===== config.mk =====
export PLATFORM = sky130hd
export DESIGN_NAME = cpu_if
export DESIGN_NICKNAME = d
export VERILOG_FILES = /design/src/rtl/cpu_if.sv
export SDC_FILE = /design/constraint.sdc
export NUM_CORES = 1
export LEC_CHECK = 0
export ABC_AREA = 1
export BUFFER_PORTS_ARGS = -buffer_cell sky130_fd_sc_hd__clkbuf_2
export CAP_MARGIN = 30
export CORE_ASPECT_RATIO = 0.8
export CORE_MARGIN = 2
export CORE_UTILIZATION = 35
export DETAILED_ROUTE_END_ITERATION = 12
export HOLD_SLACK_MARGIN = 0.1
export PLACE_DENSITY = 0.68
export SYNTH_ARGS = -nofsm -noshare
export SYNTH_HDL_FRONTEND = slang
export SYNTH_SLANG_ARGS = --single-unit

===== constraint.sdc =====
create_clock -name i_clk -period 2.1 [get_ports i_clk]
set_input_delay 0.105 -clock i_clk [delete_from_list [all_inputs] [get_ports i_clk]]
set_output_delay 0.105 -clock i_clk [all_outputs]
set_load 0.02 [all_outputs]

===== src/rtl/cpu_if.sv =====
// cpu_if - instruction-fetch stage and IF/ID pipeline register of the 16-bit CPU.
//
// The stage owns the PC and fetches one instruction per cycle over a
// req/valid handshake. A hit in the request cycle completes the fetch at once.
// A miss parks the stage in WAIT with the address held until the memory answers.
// The IF/ID register hands the instruction and its PC+2 to decode.
// Taken branches from decode redirect the PC and flush IF/ID. Hazard stalls
// freeze IF/ID and the PC. An HLT opcode stops fetching until a redirect or reset.
//
// Ports:
//   i_clk          system clock, rising edge
//   i_rst          asynchronous active-high reset
//   i_stall        hazard-unit stall; hold PC and IF/ID
//   i_branchTake   decode resolved a taken branch this cycle
//   i_pcBranch     redirect target (bit 0 ignored)
//   o_imemReq      fetch request
//   o_imemAddr     fetch address (always the current PC)
//   i_imemData     instruction word, valid with i_imemValid
//   i_imemValid    request completes this cycle
//   o_instrOut     IF/ID instruction
//   o_pcPlus2Out   IF/ID PC+2 of o_instrOut
//   o_validOut     IF/ID holds a real instruction (0 = bubble)
//   o_fetchBusy    a memory request is outstanding
//   o_halted       fetch stopped on HLT
module cpu_if #(
    parameter logic [15:0] RESET_PC    = 16'h0000,
    parameter logic [15:0] NOP_INSTR   = 16'h0000,
    parameter logic [3:0]  HALT_OPCODE = 4'hF
) (
    input  logic        i_clk,
    input  logic        i_rst,
    input  logic        i_stall,
    input  logic        i_branchTake,
    input  logic [15:0] i_pcBranch,
    output logic        o_imemReq,
    output logic [15:0] o_imemAddr,
    input  logic [15:0] i_imemData,
    input  logic        i_imemValid,
    output logic [15:0] o_instrOut,
    output logic [15:0] o_pcPlus2Out,
    output logic        o_validOut,
    output logic        o_fetchBusy,
    output logic        o_halted
);

    typedef enum logic [1:0] {
        ST_FETCH,
        ST_WAIT,
        ST_HOLD,
        ST_HALT
    } state_t;

    state_t      r_state;
    logic [15:0] r_pc;
    logic [15:0] r_redirectPc;
    logic [15:0] r_buffer;
    logic [15:0] r_instr;
    logic [15:0] r_pcPlus2;
    logic        r_valid;
    logic        r_squash;

    logic [15:0] w_pcPlus2;
    logic [15:0] w_target;
    logic [15:0] w_word;
    logic        w_isHalt;

    assign w_pcPlus2 = r_pc + 16'd2;
    assign w_target  = {i_pcBranch[15:1], 1'b0};

    // In HOLD the instruction retires from the buffer; otherwise it comes
    // straight from the memory data bus.
    assign w_word   = (r_state == ST_HOLD) ? r_buffer : i_imemData;
    assign w_isHalt = (w_word[15:12] == HALT_OPCODE);

    // A new request is only launched from FETCH when neither a stall nor a
    // redirect is pending. An outstanding request in WAIT is always kept up.
    assign o_imemReq    = (r_state == ST_WAIT) ||
                          ((r_state == ST_FETCH) && !i_stall && !i_branchTake);
    assign o_imemAddr   = r_pc;
    assign o_instrOut   = r_instr;
    assign o_pcPlus2Out = r_pcPlus2;
    assign o_validOut   = r_valid;
    assign o_fetchBusy  = (r_state == ST_WAIT);
    assign o_halted     = (r_state == ST_HALT);

    // Fetch FSM plus the PC and IF/ID register.
    // In WAIT a redirect cannot cancel the request already in flight. The
    // target is therefore remembered in r_redirectPc, and the late data is
    // discarded when it arrives.
    always_ff @(posedge i_clk or posedge i_rst) begin
        if (i_rst) begin
            r_state      <= ST_FETCH;
            r_pc         <= RESET_PC;
            r_redirectPc <= RESET_PC;
            r_buffer     <= 16'h0000;
            r_instr      <= NOP_INSTR;
            r_pcPlus2    <= 16'h0000;
            r_valid      <= 1'b0;
            r_squash     <= 1'b0;
        end else begin
            case (r_state)
                ST_FETCH: begin
                    if (i_branchTake) begin
                        r_pc      <= w_target;
                        r_instr   <= NOP_INSTR;
                        r_pcPlus2 <= 16'h0000;
                        r_valid   <= 1'b0;
                    end else if (!i_stall) begin
                        if (i_imemValid) begin
                            r_instr   <= w_word;
                            r_pcPlus2 <= w_pcPlus2;
                            r_valid   <= 1'b1;
                            r_pc      <= w_pcPlus2;
                            r_state   <= w_isHalt ? ST_HALT : ST_FETCH;
                        end else begin
                            r_state <= ST_WAIT;
                        end
                    end
                end
                ST_WAIT: begin
                    if (i_branchTake) begin
                        r_redirectPc <= w_target;
                        r_squash     <= 1'b1;
                        r_instr      <= NOP_INSTR;
                        r_pcPlus2    <= 16'h0000;
                        r_valid      <= 1'b0;
                    end
                    if (i_imemValid) begin
                        if (r_squash || i_branchTake) begin
                            r_pc     <= i_branchTake ? w_target : r_redirectPc;
                            r_squash <= 1'b0;
                            r_state  <= ST_FETCH;
                        end else if (!i_stall) begin
                            r_instr   <= w_word;
                            r_pcPlus2 <= w_pcPlus2;
                            r_valid   <= 1'b1;
                            r_pc      <= w_pcPlus2;
                            r_state   <= w_isHalt ? ST_HALT : ST_FETCH;
                        end else begin
                            r_buffer <= i_imemData;
                            r_state  <= ST_HOLD;
                        end
                    end
                end
                ST_HOLD: begin
                    if (i_branchTake) begin
                        r_pc      <= w_target;
                        r_instr   <= NOP_INSTR;
                        r_pcPlus2 <= 16'h0000;
                        r_valid   <= 1'b0;
                        r_state   <= ST_FETCH;
                    end else if (!i_stall) begin
                        r_instr   <= w_word;
                        r_pcPlus2 <= w_pcPlus2;
                        r_valid   <= 1'b1;
                        r_pc      <= w_pcPlus2;
                        r_state   <= w_isHalt ? ST_HALT : ST_FETCH;
                    end
                end
                ST_HALT: begin
                    // The HLT stays visible to decode for one unstalled cycle.
                    // After that, IF/ID shows a bubble.
                    if (i_branchTake) begin
                        r_pc      <= w_target;
                        r_instr   <= NOP_INSTR;
                        r_pcPlus2 <= 16'h0000;
                        r_valid   <= 1'b0;
                        r_state   <= ST_FETCH;
                    end else if (!i_stall) begin
                        r_instr   <= NOP_INSTR;
                        r_pcPlus2 <= 16'h0000;
                        r_valid   <= 1'b0;
                    end
                end
                default: r_state <= ST_FETCH;
            endcase
        end
    end

endmodule

**Word level (Yosys, flattened, before mapping)**

Index checks and enable logic that the tools add are counted.

- Register bits after elaboration: 84
- Input bits: 37
- Output and inout port bits: 52
- Word-level logic and storage cells: 90

- Equal/unequal tests: 12
- Add/sub/neg operators: 1
- Bitwise logic cells: 1
- Reduce and logical (&&, ||, !) cells: 11
- Mux-type cells: 57

Operators by type and width:

| operator | number |
|---|---|
| two-way mux 16 bit | 28 |
| case mux 16 bit (4 select lines) | 3 |
| two-way mux 2 bit | 10 |
| adder 16 x 2 -> 16 bit (second input constant) | 1 |
| two-way mux 1 bit | 14 |
| != test 3 bit (second input constant) | 4 |
| AND reduction 4 bit | 3 |
| != test 2 bit (second input constant) | 4 |
| case mux 2 bit (4 select lines) | 1 |
| AND reduction 5 bit | 1 |
| == test 2 bit (second input constant) | 2 |
| == test 4 bit (second input constant) | 1 |
| case mux 1 bit (4 select lines) | 1 |
| == test 2 x 1 -> 1 bit (second input constant) | 1 |
| logical AND 1 bit | 2 |
| logical NOT 1 bit | 2 |
| logical NOT 2 bit | 1 |
| logical OR 1 bit | 2 |
| inverter 1 bit | 1 |

**Depth between registers and ports, before layout**

- Word-level depth: 8
- Depth in mapped cells: 13
- Gate-level depth less buffers: 13

**Worst setup path before layout**

No wires, ideal clock.

- Kind: flip-flop to flip-flop
- From: register r_pc[1], in the netlist o_imemAddr[1]
- To: register r_pc[7], in the netlist o_imemAddr[7]
- Library setup time: 0.117 ns
- Cell stages (with the launch flop): 12
- Path slack: 0.347 ns
- Arrival: 1.637 ns
- Data required time: 1.983 ns
- Period minus slack after synthesis: 1.753 ns
- Path buffers: 0
- Cells stage by stage: dfrtp_1 > ha_1 > nand3_2 > nor2_4 > xor2_1 > nand2_1 > nand2_1 > nand2_1 > o21ai_0 > nand2_1 > nand2_1 > nand2_1

- Cells in the longest elaborated chain, start to end: 5
- Elaborated cells between the ends (all ways): 9
- Those cells by class: 1 x add/sub; 8 x mux

Ends and longest elaborated chain:

| item | line | source |
|---|---|---|
| from (decl) | 54 | `logic [15:0] r_pc;` |
| from (signal assigned) | 104 | `r_pc <= w_target;` |
| from (signal assigned) | 113 | `r_pc <= w_pcPlus2;` |
| from (signal assigned) | 130 | `r_pc <= i_branchTake ? w_target : r_redirectPc;` |
| adder 16 x 2 -> 16 bit (*) | 67 | `assign w_pcPlus2 = r_pc + 16'd2;` |
| two-way mux 16 bit (on tied branches) | 133, 152, 109 |  |
| two-way mux 16 bit (on tied branches) | 129, 108 |  |
| two-way mux 16 bit (on tied branches) | 128, 103 |  |
| case mux 16 bit (4 select lines) (*) | 101 | `case (r_state)` |

Mark *: on every way between the ends. The rest lies on a longest branch, timed or not. The select of a mux whose other input is x is not followed.
A chain may end at the register's enable or synchronous reset.

**Final worst setup path**

- From: register r_state[0]
- To: register r_pc[12], in the netlist o_imemAddr[12]

- Cells in the longest elaborated chain, start to end: 3
- Elaborated cells between the ends (all ways): 10
- Those cells by class: 7 x eq/ne; 1 x mux; 2 x reduce/logical

Ends and longest elaborated chain:

| item | line | source |
|---|---|---|
| from (decl) | 53 | `state_t r_state;` |
| from (signal assigned) | 114 | `r_state <= w_isHalt ? ST_HALT : ST_FETCH;` |
| from (signal assigned) | 138 | `r_state <= w_isHalt ? ST_HALT : ST_FETCH;` |
| from (signal assigned) | 157 | `r_state <= w_isHalt ? ST_HALT : ST_FETCH;` |
| == test 2 x 1 -> 1 bit (tied with other cells) | 101 |  |
| != test 2 bit (no source line) / != test 3 bit (equally long branches) | -- |  |
| AND reduction 4 bit (no source line) | -- |  |

Several ways; a longest one is shown, not always the timed one.

==> impl_results.md <==
* Status: completed
* DRC at 0
* Avg Cell Area, Syn at 7.07 sq um
* Layout Utilization at 0.452
* Vias in the first global route at 4667
* Remaining global-route overflow at 0
* Worst hold path class: input pin to flop
* Share of cells above drive strength 1 at 0.184
* Slew @ Worst Pin at 0.881 ns
* Post-cts resize count at 0
* GRT Util Overall at 0.201
* Number of port buffers at 87
* DRT antenna net count at 0
* CTS Buf Count at 9
* Clk_skew at 0.00756 ns
* GPL Wtd Cong at 0.903
* Die area at 0.0152 sq mm
* Reg-to-reg startpoint: r_state[0]
* Max_cap viols at 0
* CTS tree: yes
* Setup slack, reg-to-reg at 0.26 ns
* Post-Syn Nets at 740
* Final worst-path cycle share at 0.874
* Syn Inst Count at 702
* Terminus of the critical flop-to-flop path: o_imemAddr[12]
* R2R cell count at 10
* Hold Vio Cnt, Final at 0
* Final WL at 14.4 mm
* TNS Setup at 0 ns
* Vias at 4908
* RSZ-0062 raised after global routing: no
* Slew HR at 0.411
* Synth top area share at 0.423
* Crit path launch type: flop
* Hold path start: i_pcBranch[11]
* H-tree depth at 3
* Crit. End Element: flop
* Synth top cells by count: nand2_1, inv_1, dfrtp_1
* Row count at 38
* WL/cell at 14.3 microns
* Worst Path Max Fanout at 11
* Antenna violations before repair at 0
* Clock latency on the worst-skew pair at 0.36 ns
* Crit path kind: flop to flop
* Antenna cells at 0
* Worst EP arrival at 2.13 ns
* Post-CTS Setup Inserts at 0
* Leakage dissipation at 3.28 nW
* Flops & latches, synth at 84
* Power density cells at 1390 mW/mm^2
* Post-synth EDFFs at 0
* DRT iter0 DRCs at 500
* Post-synth ARST share at 1.00
* CTS sink count at 84
* WP data required at 2.40 ns
* Final WS setup at 0.264 ns
* Fill cells at 1384
* VDD IR max at 541 uV
* Netlist cell types at 38
* Most common cell in the synthesized netlist: nand2_1
* Peak Freq at 545 MHz
* First-pass GRT wire length at 23.9 mm
* Register area share after synthesis at 0.423
* Multi-input gate area at 0.00221 sq mm
* DRT Pass-1 Iters at 7
* Via-per-instance ratio at 4.89
* CTS max path bufs at 2
* Placed inst area at 0.00566 sq mm
* Chip height at 111 microns
* Largest net degree at the start of global routing at 85
* Die W at 137 microns
* Initial Util at 0.363
* I/O pin total at 89
* Nets@finish at 857
* Final min period at 1.84 ns
* Pre-CTS setup slack at 0.300 ns
* Clk slew on worst S/H paths at 0.07 ns
* Clk root buf: clkbuf_16
* Largest area contributor in the netlist: dfrtp_1
* Slew Limit Fails at 0
* Synthesized area at 0.00496 sq mm
* Core Region at 0.0137 sq mm
* Post-DP HPWL at 10.1 mm
* Register area at 0.00210 sq mm
* Area Overhead vs Synth at 24.8%
* Fin area at 0.00619 sq mm
* Ys flop type: dfrtp_1
* Setup violators final at 0
* Hold-critical path depth at 3
* Synth area leaders: dfrtp_1, nand2_1, inv_1
* Yosys warnings at 0
* Worst hold path endpoint: r_redirectPc[11]
==> per-stage QoR <==
step                power (mW)  hold WS, ns  std cells
floorplan                 5.68        0.264        702
finish                    8.62        0.128       1004
detailed placement        7.00        0.270        964
CTS                       8.65        0.119       1004
global placement          6.95        0.265        964
global route              9.38        0.126       1004
==> power by group <==
group	switching [mW]	internal, mW	leakage [nW]
logic	2.82	1.45	2.06
clock network	0.719	0.858	0.147
registers	0.478	2.29	1.07
total	4.02	4.60	3.28
==> worst max-delay path: stages, from the launching register on <==
cell     delay (ns)
dfrtp_1        0.44
nor2_1         0.14
nor2_1         0.69
nand2_1        0.14
nand2_1        0.10
inv_1          0.04
nand2_1        0.05
inv_1          0.03
nand2_1        0.04
nand2_1        0.04
nand2_1        0.05
==> worst max-delay path by stage <==
stage	startpoint	endpoint	slack, ns	cells after the start
floorplan	o_imemAddr[1]	o_imemAddr[7]	0.35	11
global route	r_state[0]	o_imemAddr[6]	0.06	10
finish	r_state[0]	o_imemAddr[12]	0.26	10
global placement	r_state[1]	o_pcPlus2Out[10]	0.33	11
detailed placement	r_state[1]	o_pcPlus2Out[10]	0.30	11
CTS	r_state[1]	o_pcPlus2Out[10]	0.28	11
==> cells in the final DEF (no fill, tap or decap), types with 3 or more instances in the layout <==
| cell | n |
|---|---|
| a21oi_1 | 12 |
| buf_4 | 21 |
| nor2_1 | 28 |
| dfrtp_1 | 84 |
| nor2_2 | 4 |
| inv_1 | 114 |
| a22oi_1 | 3 |
| nand4_1 | 7 |
| o21ai_1 | 5 |
| clkinv_4 | 4 |
| nand3_1 | 53 |
| buf_12 | 3 |
| a31oi_1 | 10 |
| dlygate4sd3_1 | 24 |
| inv_2 | 4 |
| nand2_1 | 217 |
| nand2_2 | 4 |
| xor2_1 | 3 |
| o21ai_0 | 73 |
| clkbuf_2 | 87 |
| o22ai_1 | 29 |
| clkbuf_16 | 9 |
==> sequential cells by signal (all words and copies together) (netlist names) <==
name and flops:
o_instrOut 16, r_buffer 16, r_squash 1, o_pcPlus2Out 16, o_imemAddr 16, r_redirectPc 16
o_validOut 1, r_state 2
==> area by class of cell <==
cell class,instances,share of cell area
clock inverters,6,0.00929
multi-input cells,467,0.357
clock buffers,10,0.0386
well taps,180,0.0364
flip-flops and latches,84,0.339
repair buffers,135,0.144
inverters,122,0.0751
==> layer usage <==
metal	vias up	part of all wire	GRT usage
li1	2485	-	-
met1	2208	0.46	0.282
met2	188	0.43	0.294
met3	27	0.086	0.0565
met4	0	0.024	0.0701
met5	-	0	0
==> cells by family (layout without fill, tap and decap cells) <==
family,Yosys count,in the layout,synth area share
adder cells (fa/ha/maj),1,1,0.00252
AO/OA/AOI/OAI,142,142,0.161
buffers and inverters,151,273,0.131
XOR/XNOR,4,4,0.00857
flip-flops,84,84,0.423
AND/OR/NAND/NOR,320,320,0.273
==> what timing repair did <==
item                                   4_1_cts  5_1_grt
endpoints found under the hold margin      111        0
setup endpoints to repair                    0        0
hold buffers                                24        0
(Power assumes the default switching activity.)
